### src/rtl/mul_arb_pkg.sv
// mul_arb_pkg: shared types and limits for the multiplier arbiter slice.
//   state_t        arbiter FSM encoding
//   MUL_ARB_MAX_M  largest supported requester count
package mul_arb_pkg;

    localparam int unsigned MUL_ARB_MAX_M = 16;

    typedef enum logic [1:0] {
        S_IDLE  = 2'd0,
        S_ISSUE = 2'd1,
        S_WAIT  = 2'd2,
        S_RESP  = 2'd3
    } state_t;

endpackage

### src/rtl/mul_arbiter_rr_pick.sv
// rr_pick: combinational winner selection among M requesters.
// Build option: MUL_ARB_ROUND_ROBIN_EN selects round-robin starting after
// 'last'; otherwise fixed priority, lowest index wins ('last' ignored).
//   req          in   M   request vector
//   last         in   IW  previous owner (round-robin pointer)
//   grant_valid  out  1   some request is set
//   grant_id     out  IW  index of the winner
module rr_pick
    import mul_arb_pkg::*;
#(
    parameter int unsigned M  = 4,
    parameter int unsigned IW = 2
) (
    input  logic [M-1:0]  req,
    input  logic [IW-1:0] last,
    output logic          grant_valid,
    output logic [IW-1:0] grant_id
);

`ifdef MUL_ARB_ROUND_ROBIN_EN
    // Scan (last+1) .. (last+M) mod M; first hit wins.
    always_comb begin
        logic [IW-1:0] idx;
        grant_valid = 1'b0;
        grant_id    = '0;
        idx         = '0;
        for (int unsigned k = 1; k <= M; k++) begin
            idx = IW'((32'(last) + k) % M);
            if (!grant_valid && req[idx]) begin
                grant_valid = 1'b1;
                grant_id    = idx;
            end
        end
    end
`else
    logic unused_last;
    assign unused_last = ^last;

    // Lowest valid index wins.
    always_comb begin
        grant_valid = 1'b0;
        grant_id    = '0;
        for (int unsigned i = 0; i < M; i++) begin
            if (!grant_valid && req[IW'(i)]) begin
                grant_valid = 1'b1;
                grant_id    = IW'(i);
            end
        end
    end
`endif

endmodule

### src/rtl/mul_arbiter.sv
// mul_arbiter: shares one iterative N-bit multiplier among M requesters.
// Build option: MUL_ARB_ROUND_ROBIN_EN (round-robin; default fixed priority).
//   clk, rst                 clock, synchronous active-high reset
//   req_valid/req_ready      per-requester operand handshake (ready one-hot)
//   req_a, req_b             packed operands, requester i at [i*N +: N]
//   rsp_valid/rsp_ready      per-requester product handshake (valid one-hot)
//   rsp_product, rsp_id      registered product and owner index
//   busy                     FSM not idle
//   m_valid/m_ready          multiplier input handshake
//   m_a, m_b                 multiplier operands, stable for whole transaction
//   m_product                multiplier result
//   m_done_valid/m_done_ready multiplier output handshake
module mul_arbiter
    import mul_arb_pkg::*;
#(
    parameter int unsigned N  = 8,
    parameter int unsigned M  = 4,
    parameter int unsigned IW = $clog2(M)
) (
    input  logic           clk,
    input  logic           rst,
    input  logic [M-1:0]   req_valid,
    output logic [M-1:0]   req_ready,
    input  logic [M*N-1:0] req_a,
    input  logic [M*N-1:0] req_b,
    output logic [M-1:0]   rsp_valid,
    input  logic [M-1:0]   rsp_ready,
    output logic [2*N-1:0] rsp_product,
    output logic [IW-1:0]  rsp_id,
    output logic           busy,
    output logic           m_valid,
    input  logic           m_ready,
    output logic [N-1:0]   m_a,
    output logic [N-1:0]   m_b,
    input  logic [2*N-1:0] m_product,
    input  logic           m_done_valid,
    output logic           m_done_ready
);

    state_t        state;
    state_t        state_next;
    logic [N-1:0]  op_a;
    logic [N-1:0]  op_b;
    logic [IW-1:0] owner;
    logic [IW-1:0] pick_last;
    logic          grant_valid;
    logic [IW-1:0] grant_id;
    logic          accept;
    logic          capture;
    logic          finish;

`ifdef MUL_ARB_ROUND_ROBIN_EN
    logic [IW-1:0] last;

    // Round-robin pointer; reset to M-1 so requester 0 is searched first.
    always_ff @(posedge clk) begin
        if (rst) begin
            last <= IW'(M - 1);
        end else if (finish) begin
            last <= owner;
        end
    end
    assign pick_last = last;
`else
    assign pick_last = IW'(M - 1);
`endif

    rr_pick #(
        .M  (M),
        .IW (IW)
    ) u_pick (
        .req         (req_valid),
        .last        (pick_last),
        .grant_valid (grant_valid),
        .grant_id    (grant_id)
    );

    // State register.
    always_ff @(posedge clk) begin
        if (rst) begin
            state <= S_IDLE;
        end else begin
            state <= state_next;
        end
    end

    // Next state and handshake decode.
    always_comb begin
        state_next   = state;
        req_ready    = '0;
        rsp_valid    = '0;
        m_valid      = 1'b0;
        m_done_ready = 1'b0;
        busy         = 1'b1;
        accept       = 1'b0;
        capture      = 1'b0;
        finish       = 1'b0;
        case (state)
            S_IDLE: begin
                busy = 1'b0;
                if (grant_valid) begin
                    // Winner is valid by construction, so ready implies transfer.
                    req_ready  = M'(1) << grant_id;
                    accept     = 1'b1;
                    state_next = S_ISSUE;
                end
            end
            S_ISSUE: begin
                m_valid = 1'b1;
                if (m_ready) begin
                    state_next = S_WAIT;
                end
            end
            S_WAIT: begin
                m_done_ready = 1'b1;
                if (m_done_valid) begin
                    capture    = 1'b1;
                    state_next = S_RESP;
                end
            end
            S_RESP: begin
                rsp_valid = M'(1) << owner;
                if (rsp_ready[owner]) begin
                    finish     = 1'b1;
                    state_next = S_IDLE;
                end
            end
            default: begin
                state_next = S_IDLE;
            end
        endcase
    end

    // Operand, owner and result registers.
    always_ff @(posedge clk) begin
        if (rst) begin
            op_a        <= '0;
            op_b        <= '0;
            owner       <= '0;
            rsp_product <= '0;
        end else begin
            if (accept) begin
                op_a  <= req_a[int'(grant_id)*N +: N];
                op_b  <= req_b[int'(grant_id)*N +: N];
                owner <= grant_id;
            end
            if (capture) begin
                rsp_product <= m_product;
            end
        end
    end

    assign m_a    = op_a;
    assign m_b    = op_b;
    assign rsp_id = owner;

endmodule
### config.mk
export PLATFORM = sky130hd
export DESIGN_NAME = mul_arbiter
export DESIGN_NICKNAME = d
export VERILOG_FILES = /design/src/rtl/mul_arb_pkg.sv /design/src/rtl/mul_arbiter_rr_pick.sv /design/src/rtl/mul_arbiter.sv
export SDC_FILE = /design/constraint.sdc
export NUM_CORES = 1
export LEC_CHECK = 0
export ABC_AREA = 1
export CAP_MARGIN = 20
export CORE_MARGIN = 3
export CORE_UTILIZATION = 41
export DETAILED_ROUTE_END_ITERATION = 12
export GPL_ROUTABILITY_DRIVEN = 0
export GPL_TIMING_DRIVEN = 1
export PLACE_DENSITY = 0.83
export SYNTH_ARGS = -nofsm -noshare
export SYNTH_HDL_FRONTEND = slang
export SYNTH_SLANG_ARGS = --single-unit
### constraint.sdc
create_clock -name clk -period 4.45 [get_ports clk]
set_clock_uncertainty 0.1 [all_clocks]
set_input_delay 1.335 -clock clk [delete_from_list [all_inputs] [get_ports clk]]
set_output_delay 1.335 -clock clk [all_outputs]
set_load 0.05 [all_outputs]
**Yosys cells after proc, flatten, opt, wreduce, memory -nomap -nowiden**

Index checks and enable logic that the tools add are counted.
W data, S select, Z words.

- Flip-flop bits (word level): 36
- Logic and storage cells: 49

- Order comparisons: 1
- Equality and inequality tests: 7
- Shift-type cells: 4
- Mux-type cells: 24
- Reduce and logical (&&, ||, !) cells: 8

Operators with widths:

| kind | count |
|---|---|
| $shiftx A32 B6 Y8 | 2 |
| $mux W1 | 13 |
| $mux W2 | 6 |
| $mux W4 | 3 |
| $ne A2 B2 Y1 const B | 4 |
| $pmux W2 S4 | 1 |
| $shl A1 B2 Y4 const A | 2 |
| $eq A2 B2 Y1 const B | 2 |
| $reduce_and A4 Y1 | 1 |
| $logic_and A1 B1 Y1 | 3 |
| $logic_not A1 Y1 | 3 |
| $lt A2 B3 Y1 const B | 1 |
| $bmux W1 S2 | 1 |
| $eq A2 B1 Y1 const B | 1 |
| $logic_not A2 Y1 | 1 |

**Longest topological paths before layout**

- Depth in word-level cells: 13
- Gate-level depth with buffers: 10
- Depth with buffers taken out: 10

**Cells and area by module**

From an unflattened synthesis, not the netlist that was laid out.

- Cell total of the unflattened synthesis: 327
- Area total of the unflattened synthesis: 2,063.2 um^2

Modules (own cells, without submodules):

| module | times used | cells each | area an instance (um^2) | sequential area each (um^2) |
|---|---|---|---|---|
| mul_arbiter | 1 | 319 | 2,026.9 | 720.7 |
| rr_pick | 1 | 8 | 36.3 | 0.0 |

**Least setup slack after synthesis**

Ideal clock, no wire load.

- Path kind: in2out
- Start point: input port req_valid[2]
- End point: output port req_ready[2]
- Data arrival time: 2.897 ns
- Required time: 3.015 ns
- Setup slack: 0.118 ns
- Cell stages on the path: 2
- Path through: inv_1 > nor4_1

- Word-level cells in the longest chain between the ends: 8
- Elaborated cells on any way between the ends: 10
- Those cells by class: 1 x shift; 6 x mux; 3 x reduce/logical

RTL lines:

| what | line | source |
|---|---|---|
| start, declared | mul_arbiter.sv:22 | `input logic [M-1:0] req_valid,` |
| $logic_and A1 B1 Y1 * | mul_arbiter_rr_pick.sv:44 | `if (!grant_valid && req[IW'(i)]) begin` |
| $mux W1 | mul_arbiter_rr_pick.sv:44 |  |
| $logic_not A1 Y1 | mul_arbiter_rr_pick.sv:44 |  |
| $logic_and A1 B1 Y1 | mul_arbiter_rr_pick.sv:44 |  |
| $mux W2 | mul_arbiter_rr_pick.sv:44 |  |
| $shl A1 B2 Y4 | mul_arbiter.sv:103 | `req_ready = M'(1) << grant_id;` |
| $mux W4 * | mul_arbiter.sv:101 | `if (grant_valid) begin` |
| $mux W4 * | mul_arbiter.sv:98 | `case (state)` |
| end, declared | mul_arbiter.sv:23 | `output logic [M-1:0] req_ready,` |

Every way passes the cells marked *; elsewhere a longest branch is shown, timed or not.

**Final worst setup path**

Same ends and word-level chain as after synthesis.

==> impl_results.rst <==
.. list-table::
   :header-rows: 1

   * - Metric
     - Value
   * - Nets
     - 607
   * - Synthesized Nets
     - 481
   * - Met2 layer usage reported by global route
     - 37.8%
   * - All-Layer GR Usage
     - 23.2%
   * - Commonest non-fill, non-tap cells in the layout
     - 132 x sky130_fd_sc_hd__clkdlybuf4s50_1, 96 x sky130_fd_sc_hd__nand2_1, 65 x sky130_fd_sc_hd__inv_1
   * - Length of the first detailed-routing pass in iterations
     - 4
   * - Buffers inserted by post-CTS timing repair
     - 0
   * - Instance area at placement
     - 3710 um2
   * - CP top delay family
     - buffers and inverters
   * - ANT cells
     - 0
   * - Area growth, synth to finish
     - 64.5%
   * - Synthesis-stage register bit count
     - 36
   * - Met1 Use GR
     - 30.1%
   * - Setup repair after global routing missed its margin
     - false
   * - Share of the clock period used by the worst path
     - 90.8%
   * - Met3 usage
     - 5.54%
   * - Fraction of layout cells with a size suffix above 1
     - 3.91%
   * - Hold-fix buffers at CTS
     - 0
   * - Number of clock sinks
     - 36
   * - Layer carrying the most global-route usage
     - met2
   * - Highest achievable clock rate
     - 247 MHz
   * - Wire length of the first global-routing pass
     - 12.1 mm
   * - Kind of capture point of the worst setup path
     - output pin
   * - Synth Instances
     - 384
   * - Die Width
     - 81.2 um
   * - Final Setup Violations
     - 0
   * - Number of routed nets with antenna violations
     - 0
   * - Max stage delay cell, worst path
     - sky130_fd_sc_hd__clkdlybuf4s50_1
   * - Slew @ Worst Pin
     - 0.946 ns
   * - Min cycle time layout
     - 4.04 ns
   * - Area enclosed by the die boundary
     - 6600 um2
   * - Routed WL
     - 7.51 mm
   * - TritonCTS clock tree
     - built
   * - Number of rows in the core area
     - 26
   * - Die height
     - 81.2 um
   * - Mapped Avg Cell Area
     - 6.04 um2
   * - Final worst slack
     - 0.408 ns
   * - Filler Cells Inserted
     - 474
   * - WP buf/inv
     - 3
   * - Result of the run
     - complete, no violations
   * - Portion of the post-synthesis area used by sequential elements
     - 31.1%
   * - Non-Filler Cell Area, Final
     - 3820 um2
   * - Max-slew headroom at the worst pin
     - 36.9%
   * - Post-DP HPWL
     - 5.51 mm
   * - Worst ir drop on vdd
     - 0.000296 V
   * - Core outline area
     - 5300 um2
   * - Final slew viol count
     - 0
   * - Post-layout power
     - 1.90 mW
   * - Number of resized instances in the post-cts repair step
     - 0
   * - Pwr Density
     - 497 nW/um2
   * - H-tree lvl count
     - 2
   * - Static Leak
     - 1.80 nW
   * - DRC errors left
     - 0
   * - Input/output buffers
     - 136
   * - Class of the tightest hold or removal check
     - register to register
   * - Clock-pin transition on the worst setup and hold timing paths
     - 0.08 ns
   * - Number of global-route vias before repair
     - 2,513
   * - Synthesized cell area
     - 2320 um2
   * - Largest fanout on the critical path
     - 4
   * - Initial standard-cell utilization of the core
     - 43.8%
   * - Number of distinct standard cells referenced by the synthesized netlist
     - 22
   * - Number of hold violations in the final report
     - 0
   * - Total via count after detailed routing
     - 2,790
   * - Crit path required time
     - 3.01 ns
   * - Insertion delay of the later-clocked pin in the worst-skew pair
     - 0.29 ns
   * - Number of clock buffers inserted by TritonCTS
     - 5
   * - Number of buffers on the longest clock path
     - 2
   * - Kind of start point of the critical path
     - input pin
   * - Total of warnings raised by yosys
     - 0
   * - Maximum number of pins on one net before global-route repair
     - 49
   * - Number of antenna violations at the first check in global routing
     - 0
   * - Routed wire per std cell
     - 12.9 um
   * - Number of DRC markers in iteration 0
     - 89
   * - Total of max-cap violations
     - 0
   * - Clock root buffer
     - sky130_fd_sc_hd__clkbuf_8
   * - Kind of critical path
     - input pin to output pin
   * - Slowest Stage Delay on Critical Path
     - 0.51 ns
   * - Vias per std cell
     - 4.80
   * - Top-level port count
     - 137
   * - Remaining Overflow, GRT
     - 0
   * - Post-Place Setup Slack
     - 0.428 ns
   * - Worst EP arrival
     - 2.61 ns
   * - Leading cell type in the layout, fill and taps excluded
     - sky130_fd_sc_hd__clkdlybuf4s50_1
   * - Ordered cell list for the critical path
     - clkdlybuf4s50_1 -> inv_1 -> nor4_1 -> buf_12
   * - Setup TNS after final layout
     - 0 ns
==> metal layers <==
layer | vias up | part of all wire, % | wire, um
met5 | - | 0 | 0
met4 | 0 | 1.6 | 120
met3 | 13 | 7.3 | 546
met2 | 101 | 48 | 3570
met1 | 1233 | 44 | 3270
li1 | 1443 | - | -
==> sequential cells by signal, indices dropped and copies added (netlist names) <==
signal       flops
m_a              8
m_b              8
rsp_id           2
rsp_product     16
state            2
==> Yosys cell counts (all sizes together) <==
cell	number	area, um2
nor4	1	6.26
buf	11	76.3
clkbuf	8	30.0
nand3b	17	128
nor2	43	169
a21oi	17	85.1
nand4	1	6.26
nand3	41	210
ha	5	62.6
inv	66	248
dfxtp	36	721
o21ai	35	179
a211oi	1	7.51
nand2	98	373
nor3	4	20.0
==> cell type report <==
cell class	count	area, um2	share of cell area (%)
inverter	66	248	6.49
clock buffer	5	68.8	1.80
sequential	36	721	18.9
multi-input combinational	263	1250	32.6
tap	70	87.6	2.29
timing repair buffer	138	1400	36.8
clock inverter	3	42.5	1.11
==> power breakdown <==
part / switching [mW] / internal, mW / total (mW)
logic: 0.731 / 0.385 / 1.12
registers: 0.0645 / 0.422 / 0.486
clock network: 0.129 / 0.166 / 0.295
total: 0.924 / 0.972 / 1.90
==> worst min-delay path, cell delays in order, from the launching register on <==
cell	delay (ns)
sky130_fd_sc_hd__dfxtp_1	0.33
sky130_fd_sc_hd__nor2_1	0.05
sky130_fd_sc_hd__nor2_1	0.08
==> kinds of logic after synthesis <==
group / Yosys count / share of synthesized area, %
AOI/OAI and AO/OA: 53 / 11.7
adders and majority gates: 5 / 2.70
buffers and inverters: 85 / 15.3
DFF: 36 / 31.1
and+or+nand+nor: 205 / 39.3
==> final timing paths <==
path                    from              end  slack [ns]  depth (start not counted)
min          rsp_product[12]  rsp_product[12]        0.39                          2
max             req_valid[2]     req_ready[2]        0.41                          4
max reg2reg         state[0]  rsp_product[15]        2.48                          6
min reg2reg  rsp_product[12]  rsp_product[12]        0.39                          2
==> stage by stage <==
step           utilization, %  hold WS [ns]  std cells
2_1_floorplan               -         0.397        384
3_3_place_gp             69.9         0.362        573
3_5_place_dp             69.9         0.373        573
4_1_cts                  72.0         0.391        581
5_1_grt                  72.0         0.421        581
6_report                 72.0         0.386        581
Power figures use the tool's default switching activity.
